File: config.mk
export PLATFORM = sky130hd
export DESIGN_NAME = fpioa_cfg_seq
export DESIGN_NICKNAME = d
export VERILOG_FILES = /design/src/rtl/fpioa_cfg_seq.sv
export SDC_FILE = /design/constraint.sdc
export NUM_CORES = 1
export LEC_CHECK = 0
export BUFFER_PORTS_ARGS = -buffer_cell sky130_fd_sc_hd__buf_2
export CORE_ASPECT_RATIO = 1.5
export CORE_MARGIN = 5
export CORE_UTILIZATION = 29
export DETAILED_ROUTE_END_ITERATION = 10
export GPL_ROUTABILITY_DRIVEN = 0
export PLACE_DENSITY_LB_ADDON = 0.12
export SLEW_MARGIN = 30
export SYNTH_ARGS = -nofsm -noshare
export SYNTH_HDL_FRONTEND = slang
export SYNTH_SLANG_ARGS = --single-unit
File: constraint.sdc
create_clock -name clk -period 2.1 [get_ports clk]
set_input_delay 0.42 -clock clk [delete_from_list [all_inputs] [get_ports clk]]
set_output_delay 0.42 -clock clk [all_outputs]
set_load 0.05 [all_outputs]
File: src/rtl/fpioa_cfg_seq.sv
// Boot-time FPIOA default pin-map loader; after the load it hands the FPIOA
// register port to the CPU bus, and re-applies the map on reload_i.
module fpioa_cfg_seq #(
    parameter logic [223:0] DEF_OT = '0,
    parameter logic [639:0] DEF_IN = '0
) (
    input  logic        clk,
    input  logic        rst_n,
    input  logic        reload_i,
    output logic        busy_o,
    output logic        done_o,
    input  logic [7:0]  cpu_waddr_i,
    input  logic [31:0] cpu_data_i,
    input  logic [3:0]  cpu_sel_i,
    input  logic        cpu_we_i,
    input  logic [7:0]  cpu_raddr_i,
    input  logic        cpu_rd_i,
    output logic        cpu_ready_o,
    output logic [31:0] cpu_data_o,
    output logic [7:0]  fpioa_waddr_o,
    output logic [31:0] fpioa_data_o,
    output logic [3:0]  fpioa_sel_o,
    output logic        fpioa_we_o,
    output logic [7:0]  fpioa_raddr_o,
    output logic        fpioa_rd_o,
    input  logic [31:0] fpioa_data_i
);

    typedef enum logic [1:0] {
        START,
        LOAD_OT,
        LOAD_IN,
        IDLE
    } state_t;

    state_t     state, state_nxt;
    logic [4:0] cnt, cnt_nxt;
    logic       loaded, loaded_nxt;

    logic [6:0] ot_tab [32];
    logic [4:0] in_tab [128];

    for (genvar k = 0; k < 32; k++) begin : g_ot
        assign ot_tab[k] = DEF_OT[7*k +: 7];
    end

    for (genvar k = 0; k < 128; k++) begin : g_in
        assign in_tab[k] = DEF_IN[5*k +: 5];
    end

    always_ff @(posedge clk or negedge rst_n) begin
        if (!rst_n) begin
            state  <= START;
            cnt    <= '0;
            loaded <= 1'b0;
        end else begin
            state  <= state_nxt;
            cnt    <= cnt_nxt;
            loaded <= loaded_nxt;
        end
    end

    always_comb begin
        state_nxt     = state;
        cnt_nxt       = cnt;
        loaded_nxt    = loaded;
        cpu_ready_o   = 1'b0;
        fpioa_waddr_o = '0;
        fpioa_data_o  = '0;
        fpioa_sel_o   = '0;
        fpioa_we_o    = 1'b0;
        fpioa_raddr_o = '0;
        fpioa_rd_o    = 1'b0;

        case (state)
            START: begin
                state_nxt = LOAD_OT;
                cnt_nxt   = '0;
            end

            // Each word packs four consecutive table entries, entry 4*cnt in byte 0.
            LOAD_OT: begin
                fpioa_we_o    = 1'b1;
                fpioa_sel_o   = '1;
                fpioa_waddr_o = {1'b0, cnt, 2'b00};
                fpioa_data_o  = {1'b0, ot_tab[{cnt[2:0], 2'd3}],
                                 1'b0, ot_tab[{cnt[2:0], 2'd2}],
                                 1'b0, ot_tab[{cnt[2:0], 2'd1}],
                                 1'b0, ot_tab[{cnt[2:0], 2'd0}]};
                if (cnt == 5'd7) begin
                    state_nxt = LOAD_IN;
                    cnt_nxt   = '0;
                end else begin
                    cnt_nxt = cnt + 5'd1;
                end
            end

            LOAD_IN: begin
                fpioa_we_o    = 1'b1;
                fpioa_sel_o   = '1;
                fpioa_waddr_o = {1'b1, cnt, 2'b00};
                fpioa_data_o  = {3'b000, in_tab[{cnt, 2'd3}],
                                 3'b000, in_tab[{cnt, 2'd2}],
                                 3'b000, in_tab[{cnt, 2'd1}],
                                 3'b000, in_tab[{cnt, 2'd0}]};
                if (cnt == 5'd31) begin
                    state_nxt  = IDLE;
                    cnt_nxt    = '0;
                    loaded_nxt = 1'b1;
                end else begin
                    cnt_nxt = cnt + 5'd1;
                end
            end

            IDLE: begin
                cpu_ready_o   = 1'b1;
                fpioa_waddr_o = cpu_waddr_i;
                fpioa_data_o  = cpu_data_i;
                fpioa_sel_o   = cpu_sel_i;
                fpioa_we_o    = cpu_we_i;
                fpioa_raddr_o = cpu_raddr_i;
                fpioa_rd_o    = cpu_rd_i;
                if (reload_i) begin
                    state_nxt = START;
                    cnt_nxt   = '0;
                end
            end

            default: begin
                state_nxt = START;
                cnt_nxt   = '0;
            end
        endcase
    end

    assign busy_o     = (state != IDLE);
    assign done_o     = (state == IDLE) && loaded;
    assign cpu_data_o = fpioa_data_i;

endmodule
==> flow_summary.json <==
{
  "htree_levels": 1,
  "ys_seq_area_share_pct": 17.4,
  "yosysWarningCount": 0,
  "dr.pass1.iters": 4,
  "place_area_sq_mm": 0.00161,
  "boundaryPins": 178,
  "worstMarginPinSlew_ns": 0.382,
  "vias_per_cell": 4.60,
  "synth_area_leaders": "and2_1, buf_4, dfrtp_1, ha_1, nor2_1",
  "maxCapViolations": 0,
  "drtIter0Drc": 46,
  "drtAntennaViolNets": 0,
  "fill_cells": 410,
  "powerDensity_mw_per_mm2": 2040,
  "reg2reg_to": "state[1]$_DFFE_PN0P_",
  "antenna_found_initial": 0,
  "finalSetupViolCount": 0,
  "synth.top_cell.area_share_pct": 23.4,
  "wl_per_cell_um": 14.9,
  "synth_edf_count": 0,
  "overflow": 0,
  "final.min_clock_period_ns": 2.01,
  "leakage_uw": 0.000990,
  "rrSetupSlack_ns": 0.35,
  "dr_wl_met2_mm": 2.32,
  "synthArstFlopShare_pct": 100,
  "outcome": "finished clean",
  "endpoint_kind": "output pin",
  "cts_buffer_depth": 2,
  "dieArea_sq_mm": 0.00534,
  "dp_slack_ns": 0.126,
  "worst_r2r_path_depth": 6,
  "worstSetupPathType": "register to output pin",
  "ys_ff_latch": 8,
  "multi_input_area_sq_um": 734,
  "ir_worst_vdd_uv": 1140,
  "synthDistinctLibCells": 26,
  "stdcell_area_sq_mm": 0.00173,
  "slew-limit-headroom_pct": 74.6,
  "synth_largest_area_cell": "and2_1",
  "grt_pass1_wl_mm": 6.01,
  "num_antenna_cells": 0,
  "hold_buffers": 0,
  "synth_area_per_cell_sq_um": 7.31,
  "grt_max_degree": 36,
  "regArea_sq_um": 200,
  "fp.dieW_um": 61.4,
  "met3_length_um": 442,
  "cp_max_fo": 35,
  "routed_wl_mm": 4.24,
  "clock-root-buffer": "clkbuf_8",
  "met1Wirelength_mm": 1.27,
  "portBuffers": 113,
  "synth_nets": 252,
  "setup_ws_ns": 0.0908,
  "min_path_type": "input port to async pin",
  "numCtsBuffers": 3,
  "drive_gt1_share_pct": 60.8,
  "fin_skew_ns": 0.00116,
  "synthCells": 157,
  "nNetsFinal": 337,
  "vias": 1312,
  "hold_viol": 0,
  "cts_tree": "yes",
  "reg2reg_from": "state[0]$_DFFE_PN0P_",
  "cp.required_ns": 1.68,
  "grt_setup_unrepaired": "false",
  "grt_usage_pct": 14.8,
  "place_hpwl_mm": 3.58,
  "clock_latency_ns": 0.23,
  "syn_to_final_growth_pct": 50.8,
  "clkSlewWorstSetupHoldPaths_ns": 0.04,
  "cts_sinks": 8,
  "core_area_sq_mm": 0.00389,
  "synthTopCellsByCount": "and2_1, buf_4, nor2_1",
  "routed.top_layer": "met4",
  "grt_pass1_vias": 1261,
  "ys.flop_type": "dfrtp_1",
  "die_h_um": 87.0,
  "initial_core_util_pct": 29.5,
  "report.final.slew_viol_count": 0,
  "drc_errors": 0,
  "critical_path_arrival_ns": 1.59,
  "row_count": 28,
  "start_kind": "register",
  "timing.final.crit_share_pct": 95.7,
  "yosysMostFrequentCell": "and2_1",
  "max_freq_mhz": 498,
  "netlist_area_sq_mm": 0.00115
}
-- registers in the layout, summed over array words and instances (netlist names) --
register  cells
cnt           5
state         2
loaded        1
-- report_power, final --
group	switching, uW	internal (uW)	total, uW
logic	2200	916	3120
registers	35.7	191	227
clock network	55.9	124	180
-- worst max-delay path by stage --
stage               cells past startpoint                  from  slack (ns)          endpoint
global route                            6  state[0]$_DFFE_PN0P_       0.006  fpioa_waddr_o[5]
finish                                  6  state[0]$_DFFE_PN0P_        0.09  fpioa_waddr_o[5]
CTS                                     6  state[0]$_DFFE_PN0P_        0.04  fpioa_waddr_o[5]
detailed placement                      6  state[1]$_DFFE_PN0P_        0.13  fpioa_waddr_o[6]
global placement                        6  state[1]$_DFFE_PN0P_        0.16  fpioa_waddr_o[6]
floorplan                               4  state[0]$_DFFE_PN0P_       -0.09  fpioa_waddr_o[2]
-- cells by family (layout without fill, tap and decap cells) --
family / count (synthesis) / after routing / synth area share [%]
AOI/OAI and AO/OA: 20 / 20 / 11.7
adders and majority gates: 6 / 6 / 6.54
buffers and inverters: 45 / 128 / 25.4
DFF: 8 / 8 / 17.4
muxes: 1 / 1 / 0.981
and+or+nand+nor: 77 / 77 / 38.0
-- what timing repair did --
action                     4_1_cts  5_1_grt
resized for setup                6       21
setup endpoints to repair       12       13
setup buffers                    1        1
-- cell usage in the layout (no fill, tap or decap) --
cell          n
buf_2       101
and2_1       43
buf_4        14
nand2_1       9
dfrtp_1       8
nor2_2        7
a22oi_1       4
nor2_1        4
clkbuf_4      4
nand3_1       3
a21oi_2       3
nor2b_1       3
ha_2          3
clkbuf_8      3
nor3b_4       2
inv_1         2
a21oi_1       2
o211ai_1      2
o21ai_0       2
o221ai_1      2
ha_1          2
buf_6         2
clkinvlp_4    1
or2_4         1
a22oi_2       1
o21ai_1       1
and3_1        1
o31a_1        1
nor3_2        1
or4_1         1
o21a_1        1
nor3_1        1
a21o_1        1
nor3b_1       1
mux2_2        1
ha_4          1
buf_12        1
-- stage by stage --
stage	util (%)	std cells	hold WS (ns)	setup TNS (ns)	total power, uW
2_1_floorplan	-	157	0.124	-0.316	2670
3_3_place_gp	41.4	280	0.273	0	3210
3_5_place_dp	41.4	280	0.275	0	3200
4_1_cts	43.1	284	0.0317	0	3440
5_1_grt	44.5	285	0.0366	0	3730
6_report	44.5	285	0.0266	0	3530
-- worst max-delay path: stages (launching register included) --
cell and delay (ns):
dfrtp_1 0.40, buf_4 0.16, ha_4 0.18, buf_12 0.16
a22oi_1 0.21, nor2_2 0.04, buf_4 0.20
-- final cells by class --
class	instances	area share, %
clock buffer	3	2.39
timing repair buffer	122	39.5
tap	45	3.25
sequential	8	11.6
multi-input combinational	104	42.4
inverter	3	0.868
-- metal layers --
metal	track usage, %	vias up
met5	0	-
met2	28.8	66
met3	3.71	29
li1	-	642
met4	8.30	0
met1	12.8	575
(Power assumes the default switching activity.)
